`config.mk`:
```
export PLATFORM = sky130hd
export DESIGN_NAME = ber_window_monitor_flat
export DESIGN_NICKNAME = d
export VERILOG_FILES = /design/src/rtl/ber_window_monitor_if.sv /design/src/rtl/ber_window_monitor.sv /design/src/flat_wrapper.sv
export SDC_FILE = /design/constraint.sdc
export NUM_CORES = 1
export LEC_CHECK = 0
export CELL_PAD_IN_SITES_DETAIL_PLACEMENT = 1
export CELL_PAD_IN_SITES_GLOBAL_PLACEMENT = 2
export CORE_MARGIN = 5
export CORE_UTILIZATION = 26
export DETAILED_ROUTE_END_ITERATION = 10
export PLACE_DENSITY_LB_ADDON = 0.05
export SLEW_MARGIN = 20
export SYNTH_ARGS = -nofsm -noshare
export SYNTH_HDL_FRONTEND = slang
export SYNTH_SLANG_ARGS = --single-unit
```
`constraint.sdc`:
```
create_clock -name CLK -period 7.2 [get_ports CLK]
set_input_delay 0.72 -clock CLK [delete_from_list [all_inputs] [get_ports CLK]]
set_output_delay 0.72 -clock CLK [all_outputs]
set_load 0.005 [all_outputs]
```
`src/rtl/ber_window_monitor_if.sv`:
```
// ---------------------------------------------------------------------------
// ber_window_monitor_if
//   Signal bundle between a BER monitor and the logic that feeds and reads it.
//   The master side (stimulus / link test controller) drives the sample pair,
//   alignment delay, clear and threshold. The slave side (the monitor) returns
//   the cumulative and per-window error results.
//
//   clear       master->slave  synchronous counter clear, active-high
//   en          master->slave  sample-valid qualifier for ref_in/rx_in
//   ref_in      master->slave  transmitted reference sample (WIDTH)
//   rx_in       master->slave  received sample (WIDTH)
//   delay_sel   master->slave  reference alignment delay in cycles (DLY_W)
//   threshold   master->slave  window alarm threshold (WERR_W)
//   errors      slave->master  cumulative bit errors, saturating (CNT_W)
//   error_flag  slave->master  sticky saturation flag
//   win_errors  slave->master  error count of last completed window (WERR_W)
//   win_valid   slave->master  one-cycle pulse when win_errors updates
//   alarm       slave->master  last window result exceeded threshold
// ---------------------------------------------------------------------------
interface ber_window_monitor_if #(
  parameter int WIDTH  = 12,
  parameter int CNT_W  = 50,
  parameter int WERR_W = 20,
  parameter int DLY_W  = 3
);
  logic              clear;
  logic              en;
  logic [WIDTH-1:0]  ref_in;
  logic [WIDTH-1:0]  rx_in;
  logic [DLY_W-1:0]  delay_sel;
  logic [WERR_W-1:0] threshold;
  logic [CNT_W-1:0]  errors;
  logic              error_flag;
  logic [WERR_W-1:0] win_errors;
  logic              win_valid;
  logic              alarm;

  modport master (
    output clear, en, ref_in, rx_in, delay_sel, threshold,
    input  errors, error_flag, win_errors, win_valid, alarm
  );

  modport slave (
    input  clear, en, ref_in, rx_in, delay_sel, threshold,
    output errors, error_flag, win_errors, win_valid, alarm
  );
endinterface

```
`src/rtl/ber_window_monitor.sv`:
```
// ---------------------------------------------------------------------------
// ber_window_monitor
//   Bit-error-rate monitor for the audio link loopback. The reference stream
//   is aligned to the link latency by a tapped delay line, XORed with the
//   received stream, popcounted, and accumulated into a saturating cumulative
//   counter plus per-window counters (2^WIN_LOG2 enabled samples per window)
//   with a threshold alarm.
//
//   CLK    in   single clock, rising edge
//   reset  in   synchronous active-low reset (priority over clear)
//   mon    slave modport of ber_window_monitor_if (sample pair, delay,
//          clear, threshold in; errors, error_flag, win_errors, win_valid,
//          alarm out)
//
//   Latency: a pair captured at edge n is reflected in the counters after
//   edge n+2.
// ---------------------------------------------------------------------------
module ber_window_monitor #(
  parameter int WIDTH    = 12,
  parameter int CNT_W    = 50,
  parameter int WIN_LOG2 = 16,
  parameter int WERR_W   = 20,
  parameter int DLY_W    = 3
) (
  input  logic                 CLK,
  input  logic                 reset,
  ber_window_monitor_if.slave  mon
);

  localparam int                DEPTH    = (1 << DLY_W) - 1;
  localparam int                PC_W     = $clog2(WIDTH + 1);
  localparam logic [CNT_W-1:0]  CNT_MAX  = '1;
  localparam logic [WERR_W-1:0] WERR_MAX = '1;

  // Delay line and alignment tap
  logic [WIDTH-1:0]    r_dly [DEPTH];
  logic [WIDTH-1:0]    w_ref_d;

  // Stage 1 / stage 2 pipeline
  logic [WIDTH-1:0]    r_diff;
  logic                r_v1;
  logic [PC_W-1:0]     w_pc;
  logic [PC_W-1:0]     r_pc;
  logic                r_v2;

  // Accumulators and results
  logic [CNT_W-1:0]    r_errors;
  logic                r_error_flag;
  logic [WERR_W-1:0]   r_win_acc;
  logic [WIN_LOG2-1:0] r_sample_cnt;
  logic [WERR_W-1:0]   r_win_errors;
  logic                r_win_valid;
  logic                r_alarm;

  logic [CNT_W:0]      w_err_sum;
  logic [CNT_W-1:0]    w_err_sat;
  logic [WERR_W:0]     w_win_sum;
  logic [WERR_W-1:0]   w_win_sat;
  logic                w_win_last;

  // NOTE: every variable assigned in an always_comb gets a default first, so
  // no path leaves it unassigned and no latch is inferred.
  always_comb begin
    w_ref_d = mon.ref_in;
    if (mon.delay_sel != '0) begin
      w_ref_d = r_dly[mon.delay_sel - DLY_W'(1)];
    end
  end

  always_comb begin
    w_pc = '0;
    for (int i = 0; i < WIDTH; i++) begin
      w_pc = w_pc + PC_W'(r_diff[i]);
    end
  end

  // One spare bit on each sum catches overflow; overflow clamps to all-ones.
  assign w_err_sum  = {1'b0, r_errors} + (CNT_W+1)'(r_pc);
  assign w_err_sat  = w_err_sum[CNT_W] ? CNT_MAX : w_err_sum[CNT_W-1:0];
  assign w_win_sum  = {1'b0, r_win_acc} + (WERR_W+1)'(r_pc);
  assign w_win_sat  = w_win_sum[WERR_W] ? WERR_MAX : w_win_sum[WERR_W-1:0];
  assign w_win_last = &r_sample_cnt;

  // The delay line shifts every cycle regardless of en or clear, so the
  // alignment survives gaps and counter clears. Only reset flushes it.
  // NOTE: this storage array is reset on purpose: after reset the tap must
  // present zeros, not stale samples, until the line refills.
  always_ff @(posedge CLK) begin
    if (!reset) begin
      for (int i = 0; i < DEPTH; i++) begin
        r_dly[i] <= '0;
      end
    end else begin
      r_dly[0] <= mon.ref_in;
      for (int i = 1; i < DEPTH; i++) begin
        r_dly[i] <= r_dly[i-1];
      end
    end
  end

  // NOTE: sequential state uses non-blocking assignments so every register
  // samples the pre-edge values of the others, independent of statement order.
  always_ff @(posedge CLK) begin
    if (!reset || mon.clear) begin
      // Reset and clear zero the same pipeline/counter state; clear also wins
      // over a window completion on the same edge, so no pulse escapes.
      r_diff       <= '0;
      r_v1         <= 1'b0;
      r_pc         <= '0;
      r_v2         <= 1'b0;
      r_errors     <= '0;
      r_error_flag <= 1'b0;
      r_win_acc    <= '0;
      r_sample_cnt <= '0;
      r_win_errors <= '0;
      r_win_valid  <= 1'b0;
      r_alarm      <= 1'b0;
    end else begin
      r_diff      <= w_ref_d ^ mon.rx_in;
      r_v1        <= mon.en;
      r_pc        <= w_pc;
      r_v2        <= r_v1;
      r_win_valid <= 1'b0;

      if (r_v2) begin
        r_errors <= w_err_sat;
        if (w_err_sat == CNT_MAX) begin
          r_error_flag <= 1'b1;
        end

        r_sample_cnt <= r_sample_cnt + WIN_LOG2'(1);
        if (w_win_last) begin
          r_win_errors <= w_win_sat;
          r_alarm      <= (w_win_sat > mon.threshold);
          r_win_valid  <= 1'b1;
          r_win_acc    <= '0;
        end else begin
          r_win_acc    <= w_win_sat;
        end
      end
    end
  end

  assign mon.errors     = r_errors;
  assign mon.error_flag = r_error_flag;
  assign mon.win_errors = r_win_errors;
  assign mon.win_valid  = r_win_valid;
  assign mon.alarm      = r_alarm;

endmodule

```
`src/flat_wrapper.sv`:
```
// flat-port wrapper written by rule: the top's interface ports become plain ports
module ber_window_monitor_flat 
#(
  parameter int WIDTH    = 12,
  parameter int CNT_W    = 50,
  parameter int WIN_LOG2 = 16,
  parameter int WERR_W   = 20,
  parameter int DLY_W    = 3
)
  (CLK, reset, mon_clear, mon_en, mon_ref_in, mon_rx_in, mon_delay_sel, mon_threshold, mon_errors, mon_error_flag, mon_win_errors, mon_win_valid, mon_alarm);
  ber_window_monitor_if #(.WIDTH(WIDTH), .CNT_W(CNT_W), .WERR_W(WERR_W), .DLY_W(DLY_W)) mon_i ();
  input  logic CLK;
  input  logic reset;
  input wire logic [$bits(mon_i.clear)-1:0] mon_clear;
  input wire logic [$bits(mon_i.en)-1:0] mon_en;
  input wire logic [$bits(mon_i.ref_in)-1:0] mon_ref_in;
  input wire logic [$bits(mon_i.rx_in)-1:0] mon_rx_in;
  input wire logic [$bits(mon_i.delay_sel)-1:0] mon_delay_sel;
  input wire logic [$bits(mon_i.threshold)-1:0] mon_threshold;
  output wire logic [$bits(mon_i.errors)-1:0] mon_errors;
  output wire logic [$bits(mon_i.error_flag)-1:0] mon_error_flag;
  output wire logic [$bits(mon_i.win_errors)-1:0] mon_win_errors;
  output wire logic [$bits(mon_i.win_valid)-1:0] mon_win_valid;
  output wire logic [$bits(mon_i.alarm)-1:0] mon_alarm;
  assign mon_i.clear = mon_clear;
  assign mon_i.en = mon_en;
  assign mon_i.ref_in = mon_ref_in;
  assign mon_i.rx_in = mon_rx_in;
  assign mon_i.delay_sel = mon_delay_sel;
  assign mon_i.threshold = mon_threshold;
  assign mon_errors = mon_i.errors;
  assign mon_error_flag = mon_i.error_flag;
  assign mon_win_errors = mon_i.win_errors;
  assign mon_win_valid = mon_i.win_valid;
  assign mon_alarm = mon_i.alarm;
  ber_window_monitor #(.WIDTH(WIDTH), .CNT_W(CNT_W), .WIN_LOG2(WIN_LOG2), .WERR_W(WERR_W), .DLY_W(DLY_W)) u_core (.CLK(CLK), .reset(reset), .mon(mon_i));
endmodule
```
==> results of run 1 <==
[worst max path at each step]
stage / from / end / slack (ns) / depth (start not counted)
floorplan: mon_delay_sel[0] / u_core.r_diff[10]$_SDFF_PP0_ / 3.60 / 14
global route: u_core.r_pc[0]$_SDFF_PP0_ / u_core.mon.alarm$_SDFFE_PP0P_ / 2.37 / 17
CTS: u_core.r_win_acc[0]$_SDFFE_PP0P_ / u_core.mon.alarm$_SDFFE_PP0P_ / 2.76 / 17
global placement: u_core.r_win_acc[0]$_SDFFE_PP0P_ / u_core.mon.alarm$_SDFFE_PP0P_ / 2.97 / 17
detailed placement: u_core.r_win_acc[0]$_SDFFE_PP0P_ / u_core.mon.alarm$_SDFFE_PP0P_ / 2.78 / 17
finish: u_core.r_win_acc[0]$_SDFFE_PP0P_ / u_core.mon.alarm$_SDFFE_PP0P_ / 2.86 / 17
[cell families after synthesis]
group | share of synthesized area, %
XOR/XNOR | 5.15
AND/OR/NAND/NOR | 24.9
multiplexers | 6.46
AO/OA/AOI/OAI | 13.6
buffers and inverters | 4.71
flip-flops | 39.4
adder cells (fa/ha/maj) | 5.77
[flip-flops by register name, summed over array words and instances (netlist names)]
name and cells:
u_core.r_dly 84, u_core.mon.errors 50, u_core.mon.win_errors 20, u_core.r_win_acc 20
u_core.r_sample_cnt 16, u_core.r_diff 12, u_core.r_pc 4, u_core.mon.alarm 1
u_core.mon.error_flag 1, u_core.mon.win_valid 1, u_core.r_v1 1, u_core.r_v2 1
[layer usage]
| metal | GRT usage [%] | share of wire (%) |
|---|---|---|
| met1 | 21.6 | 49 |
| met2 | 25.5 | 46 |
| met3 | 2.87 | 3.7 |
| met4 | 2.47 | 1.3 |
| met5 | 0 | 0 |
[worst max-delay path: stages, from the launching register on]
cell and delay (ns):
sky130_fd_sc_hd__dfxtp_1 0.31, sky130_fd_sc_hd__ha_1 0.22, sky130_fd_sc_hd__fa_1 0.42, sky130_fd_sc_hd__a21o_1 0.18, sky130_fd_sc_hd__a21oi_1 0.30, sky130_fd_sc_hd__nor3_1 0.20
sky130_fd_sc_hd__nor2b_1 0.22, sky130_fd_sc_hd__nand2b_1 0.43, sky130_fd_sc_hd__o21ai_0 0.35, sky130_fd_sc_hd__ha_1 0.39, sky130_fd_sc_hd__a21o_1 0.17, sky130_fd_sc_hd__a21o_1 0.18
sky130_fd_sc_hd__a21o_1 0.17, sky130_fd_sc_hd__a21oi_1 0.13, sky130_fd_sc_hd__o221ai_1 0.13, sky130_fd_sc_hd__a21oi_1 0.16, sky130_fd_sc_hd__a2bb2oi_1 0.17, sky130_fd_sc_hd__nor2_1 0.05
[layout by cell type, fill, tap and decap left out, drive strengths merged, types with 3 or more instances in the layout]
cell type,count
a22oi,16
clkbuf,42
and3,15
nand2,75
nor4,23
dfxtp,211
or3,3
nand3,38
mux4,12
a211oi,23
ha,35
nor3,41
mux2i,41
bufinv,3
nand4,30
or4,3
xor2,20
a21oi,85
o21a,6
nor4b,3
and2,92
o21ai,39
nand2b,5
a31oi,9
a2111oi,3
nor2,167
and4,10
fa,9
nor2b,5
xnor2,43
clkdlybuf4s50,121
a311oi,19
a21o,16
buf,13
inv,49
[metrics by stage]
step,hold slack (ns),setup WS (ns),utilization (%),total power (W)
floorplan,0.406,3.60,-,0.00135
global placement,0.411,2.97,30.3,0.00144
detailed placement,0.416,2.78,30.3,0.00144
CTS,0.433,2.76,32.7,0.00292
global route,0.470,2.37,32.7,0.00299
finish,0.426,2.86,32.7,0.00285
[layout make-up]
class | instances | area, um2
fill | 4743 | 27500
multi-input combinational | 906 | 6010
sequential | 211 | 4230
timing repair buffer | 134 | 1300
clock buffer | 42 | 832
tap | 532 | 666
inverter | 48 | 180
clock inverter | 6 | 120
[power by group]
group	leakage, nW	switching (W)	internal [W]	total (W)
clock	0.471	0.000541	0.000898	0.00144
sequential	1.71	0.00000931	0.00119	0.00120
combinational	2.77	0.000114	0.0000956	0.000210
==> results.txt, run 1 <==
The run finished with clean final reports. Clock-pin slew was measured on the worst setup and hold paths at ~0.06 ns. The timing-limited maximum frequency is 230 MHz. The launch point of the worst hold path is u_core.r_v1$_SDFF_PP0_. The first global-routing pass estimated 55,900 um of wire. The global router's overall resource usage came out at between 15 and 20%. The total number of placement rows is 74.

The endpoint with the worst hold slack is u_core.r_v2$_SDFF_PP0_. The number of global-route vias before repair is around 9,600. The number of placed instances with taps included came out at 1,831. For the pin with the worst max-slew slack, the measured transition is 1.03 ns. The count of unique library cells instantiated by Yosys came out at 64. The number of CTS-inserted buffers came out at 27. The worst setup path is captured at a flop. The net count reported at finish came out at ~1,400. After detailed routing, the average wire length per cell comes to roughly 19 um. Summing all placed instances gives a cell area of ~12,000 um2. The initial antenna violation count is 0. Setup violations remaining at the end of the flow were counted as 0. TritonCTS built the clock tree. STA puts the critical path data required time at roughly 7.6 ns. Measured against its own limit, the worst slew margin works out to roughly 31%. The total die area is around 45,000 um2. For this design the ratio of total power to cell area is ~210 nW/um2. The total count of hold-check failures in the final report was 0. The relative area change from synthesis to final layout is 24.4%. The startpoint identified for the worst register-to-register timing path is u_core.r_win_acc[0]$_SDFFE_PP0P_. The final period utilization is 60.3%.

124 I/O pins were placed. Of all cell types, the one taking the most synthesized area is sky130_fd_sc_hd__dfxtp_1. The most common cell in the netlist is sky130_fd_sc_hd__dfxtp_1.

The arrival time of the worst setup path is between 4 and 5 ns. The reg-to-reg critical path endpoint is u_core.mon.alarm$_SDFFE_PP0P_. The cell area after technology mapping came out at roughly 11,000 um2. The height of the die is ~210 um. Once the floorplan was initialized, standard cells occupied 26.2% of the core. The width of the die came out at ~210 um. CTS built an H-tree with a depth of 1. The number of synthesized register bits came out at approximately 210. Each instance of the synthesized netlist takes up on average 8.63 um2. The shortest period the worst path allows is approximately 4.3 ns.

Setup repair after global routing left no endpoint under its margin. The number of clock sinks is ~210. After floorplanning, the core was sized to cover about 41,000 um2. The highest ir drop seen on vdd came out at between 150 and 200 uV. Across the run, the number of max-cap violations was 0. Synthesis handed over a netlist of approximately 1,200 instances. Clock latency on the worst-skew pair, taken at its later pin, is between 0.5 and 0.6 ns. The nature of the critical path startpoint is a flop. The count of final max-slew check failures is 0. The vias after detailed routing came out at slightly above 9,000. Along the worst hold path, the cell count comes to 1.

Of the synthesized area, sequential elements account for between 30% and 40%. Counting flops with an async set or reset pin after synthesis yields a share of 0%. The count of input and output buffers is between 100 and 150.

The antenna diode instance count is 0. The reg2reg setup slack is approximately 2.9 ns. The number of antenna-violating nets in the routed design is 0.

In this run the static leakage power is 4.95 nW. The final layout contains routed wiring with a total length of 35,400 um. The final non-filler cell area came out at between 10,000 and 15,000 um2. The total overflow reported by the global router came out at 0. The critical path start-end classification is reg2reg. During synthesis, Yosys emitted a total of 0 warnings. The class of the worst hold path is reg2reg. The peak fanout along the critical path is 14. Among all flip-flop cells after synthesis, the most frequent one is sky130_fd_sc_hd__dfxtp_1. The portion of synthesized cell area occupied by the leading cell type came out at between 30% and 40%. The worst reg-to-reg path cell count is 17. The first detailed-routing pass took 4 iterations. The via density per instance is roughly 4.9.

In the post-synthesis netlist, the biggest area contributors are sky130_fd_sc_hd__dfxtp_1 39%, sky130_fd_sc_hd__nor2_1 5.8%, sky130_fd_sc_hd__and2_1 5.4%, sky130_fd_sc_hd__ha_1 4.1%, sky130_fd_sc_hd__a21oi_1 4.0%. The non-filler instance count after layout came out at 1,879. The count of routing violations after the opening detailed-route iteration came out at 320.

The total negative slack came out at 0 ns. The post-cts sizing count came out at 0. The estimated wirelength of the detail-placed design is around 25,000 um.

The post-synthesis net count came out at around 1,300. The number of synthesized flops with an enable pin is 0. The maximum number of buffers from clock root to sink came out at 3. The worst setup skew after layout came out at approximately 0.011 ns. Of the cells placed in the final design, the portion with a size suffix greater than 1 is between 6 and 7%. Routability-driven placement finished with a final weighted congestion of between 0.7 and 0.8. Entering global routing, the biggest net connects 87 pins.

The number of buffers added for setup after CTS is 0. By count the netlist is led by 211 x sky130_fd_sc_hd__dfxtp_1, 165 x sky130_fd_sc_hd__nor2_1, 92 x sky130_fd_sc_hd__and2_1. The cell at the root of the clock tree is sky130_fd_sc_hd__clkbuf_16. The number of DRC violations after detailed routing came out at 0. The total of hold buffers inserted after clock tree synthesis is 0.
Note: power is estimated with default switching activity, not from simulation.
==> run 2: changes to the inputs <==
==> constraint.sdc (replaced) <==
create_clock -name CLK -period 3.74 [get_ports CLK]
set_input_delay 0.374 -clock CLK [delete_from_list [all_inputs] [get_ports CLK]]
set_output_delay 0.374 -clock CLK [all_outputs]
set_load 0.005 [all_outputs]
==> run 2 against run 1 <==
Against the previous run: clock skew grew 0.0047 ns; clock power rose by 86%; largest cell class unchanged; critical endpoint unchanged; final area is 2.4% higher; wire length grew 2.0%; count of clock-buffer cells in the layout grew 1; final cell count is 2.3% higher.
==> results.txt, run 2 (synthesized netlist as in run 1, its figures left out) <==
The height of the die is 213 um. The maximum number of buffers from clock root to sink came out at 3. In the layout the commonest cells are 210 x sky130_fd_sc_hd__dfxtp_1, 165 x sky130_fd_sc_hd__nor2_1, 121 x sky130_fd_sc_hd__clkdlybuf4s50_1. The total power per unit cell area came out at 395 nW/um2. The antenna diode instance count came out at 0.

The routed layout has roughly 9,300 vias. Counting the fill cells in the layout gives ~4,700. Cells with a size suffix above 1 make up approximately 9.7% of the layout. The count of routing violations after the opening detailed-route iteration is 360. The standard cell core area is between 40,000 and 50,000 um2.

The clock-pin slew reported for the worst setup and hold paths after clock tree synthesis came out at 0.06 ns. The number of placed instances with taps included came out at 1,873. The width of the die is 213 um. The net switching power came out at 0.00131 W. The final weighted congestion of routability-driven global placement is around 0.79. The clock network is responsible for 49.7% of the overall power. The final period utilization is between 90% and 100%.

At the pin with the least slew margin, the transition time is 0.898 ns. The number of H-tree levels came out at 1. The number of CTS-inserted buffers is 27. TritonCTS built the clock tree. The initial utilization of the core area, before any placement, comes to 26.2%. Hold timing on the final database bottoms out at a slack of 0.409 ns. The flow ran to the end, and the final reports show no timing, DRC or antenna violations. The count of final max-slew check failures is 0. The total die area is approximately 45,000 um2. Detailed placement finished with a half-perimeter wire length of approximately 26,000 um.

The internal power of the cells totals roughly 0.0041 W. Setup violations remaining at the end of the flow were counted as 0. The leakage component of the power came out at roughly 5.2 nW.

The tightest min-delay check is of the in2reg type. The highest ir drop seen on vdd came out at approximately 310 uV. The total count of hold-check failures in the final report is 0.

The reg2reg setup slack came out at 0.28 ns. The post-cts sizing count is 0. Once detail routing completed, the nets flagged for antenna violations numbered 0. met2 is the most crowded layer. The most frequent standard cell in the layout excluding fill and tap cells is sky130_fd_sc_hd__dfxtp_1. Setup repair after global routing left no endpoint under its margin.

In this run, flip-flops and latches consume ~43% of the power. The worst setup skew after layout is about 0.016 ns. The routing usage on met3 is 2.75%.

The net count reported at finish came out at about 1,500. The non-filler instance count after layout came out at ~1,900. The number of global-route vias before repair came out at between 9,000 and 10,000. The clock latency of the later-clocked register in the worst-skew pair is about 0.57 ns. The top-level port count is between 100 and 150. The cell at the root of the clock tree is sky130_fd_sc_hd__clkbuf_16.

The final wirelength came out at around 36,000 um. Dividing the detail-routed wire length by the instance count gives ~19 um. Relative to the synthesized area, the layout overhead comes to 27.4%.

The register with the most flip-flops in the layout has 84 of them. The peak fanout along the critical path is 6. Ranked by flip-flop count, first place goes to u_core.r_dly. The number of DRC violations after detailed routing came out at 0.

The global routing met1 resource utilization came out at a little under a quarter. The worst setup path is captured at a flop. For the worst setup path, the data required time is 4.17 ns. The global router's overall resource usage came out at between 10% and 20%. Dividing the detail-routed via count by the number of cells gives slightly below 5. The wire length of the first global-routing pass came out at 57,300 um. The total negative slack is 0 ns. The timing-limited maximum frequency came out at 289 MHz. STA classifies the critical path startpoint as a flop. The total number of placement rows is 74.

The shortest period the worst path allows is between 3 and 4 ns. The number of optimization iterations in the first detailed-route pass came out at 4. The global routing usage on met2 came out at between 20% and 30%.

Hold repair after CTS inserted 0 buffers. The number of clock sinks is 211. The total overflow reported by the global router is 0. The combinational power share is 7.6%.

By startpoint and endpoint, the worst setup path is classified as reg2reg. In this run switching power makes up 24.3% of total power. The count of input and output buffers is 123.

The arrival time of the worst setup path came out at 3.89 ns. The pin count of the biggest net entering global routing came out at roughly 110. The worst slew margin relative to its limit came out at 39.9%. The initial antenna violation count came to 1. The max capacitance violation total came out at 0. After clock tree synthesis, the setup repair step added 0 buffers.
==> run 2: cell count changes in the layout (fill, tap and decap cells not counted), sizes merged <==
cell,change
clkinv,+2
bufinv,-2
clkbuf,+1
buf,+42
==> run 2: power by group through the flow <==
stage | sequential (W) | combinational [W] | clock (W)
after floorplan | 0.00235 | 0.000263 | 0
after global placement | 0.00235 | 0.000422 | 0
after detailed placement | 0.00235 | 0.000424 | 0
after CTS | 0.00230 | 0.000426 | 0.00280
after global routing | 0.00231 | 0.000468 | 0.00288
final | 0.00230 | 0.000410 | 0.00268
==> run 2: worst paths after layout <==
kind,start,to,depth (start not counted)
worst max-delay path,u_core.r_win_acc[0]$_SDFFE_PP0P_,u_core.mon.alarm$_SDFFE_PP0P_,18
worst min-delay path,mon_ref_in[1],u_core.r_dly[0][1]$_SDFF_PN0_,2
worst max register to register,u_core.r_win_acc[0]$_SDFFE_PP0P_,u_core.mon.alarm$_SDFFE_PP0P_,18
worst min register to register,u_core.r_v1$_SDFF_PP0_,u_core.r_v2$_SDFF_PP0_,1
==> run 2: area by class of cell <==
type / instances / area, um2 / area share [%]
clock inverters: 6 / 70.1 / 0.513
flip-flops and latches: 211 / 4230 / 30.9
multi-input cells: 906 / 6010 / 44.0
inverters: 48 / 180 / 1.32
repair buffers: 176 / 1660 / 12.1
well taps: 532 / 666 / 4.87
clock buffers: 43 / 846 / 6.19
==> run 2: critical path, cell delays in order, from the launching register on <==
cell                        delay, ns
sky130_fd_sc_hd__dfxtp_1         0.31
sky130_fd_sc_hd__ha_1            0.22
sky130_fd_sc_hd__fa_1            0.41
sky130_fd_sc_hd__a21o_1          0.18
sky130_fd_sc_hd__a21oi_2         0.15
sky130_fd_sc_hd__nor3_1          0.07
sky130_fd_sc_hd__nor2b_2         0.18
sky130_fd_sc_hd__nor2b_1         0.20
sky130_fd_sc_hd__nor2_1          0.17
sky130_fd_sc_hd__inv_1           0.07
sky130_fd_sc_hd__ha_1            0.17
sky130_fd_sc_hd__a21o_1          0.18
sky130_fd_sc_hd__a21o_1          0.17
sky130_fd_sc_hd__a21o_1          0.17
sky130_fd_sc_hd__a21oi_1         0.14
sky130_fd_sc_hd__o221ai_1        0.14
sky130_fd_sc_hd__a21oi_1         0.16
sky130_fd_sc_hd__a2bb2oi_1       0.18
sky130_fd_sc_hd__nor2_1          0.05
==> run 2: stage by stage <==
step | worst slack (ns) | instance area [um2] | utilization [%] | power [W]
finish | 0.285 | 13700 | 33.4 | 0.00539
global route | 0.0204 | 13700 | 33.4 | 0.00566
CTS | 0.198 | 13600 | 33.4 | 0.00553
detailed placement | 0.223 | 12700 | 31.2 | 0.00278
global placement | 0.259 | 12700 | 31.2 | 0.00277
floorplan | 0.277 | 10700 | - | 0.00261
==> run 2: metal layers <==
metal | part of all wire (%) | vias to the layer above
met3 | 3.6 | 31
met4 | 1.6 | 2
met1 | 50 | 4553
met2 | 45 | 116
li1 | - | 4628
met5 | 0.036 | -
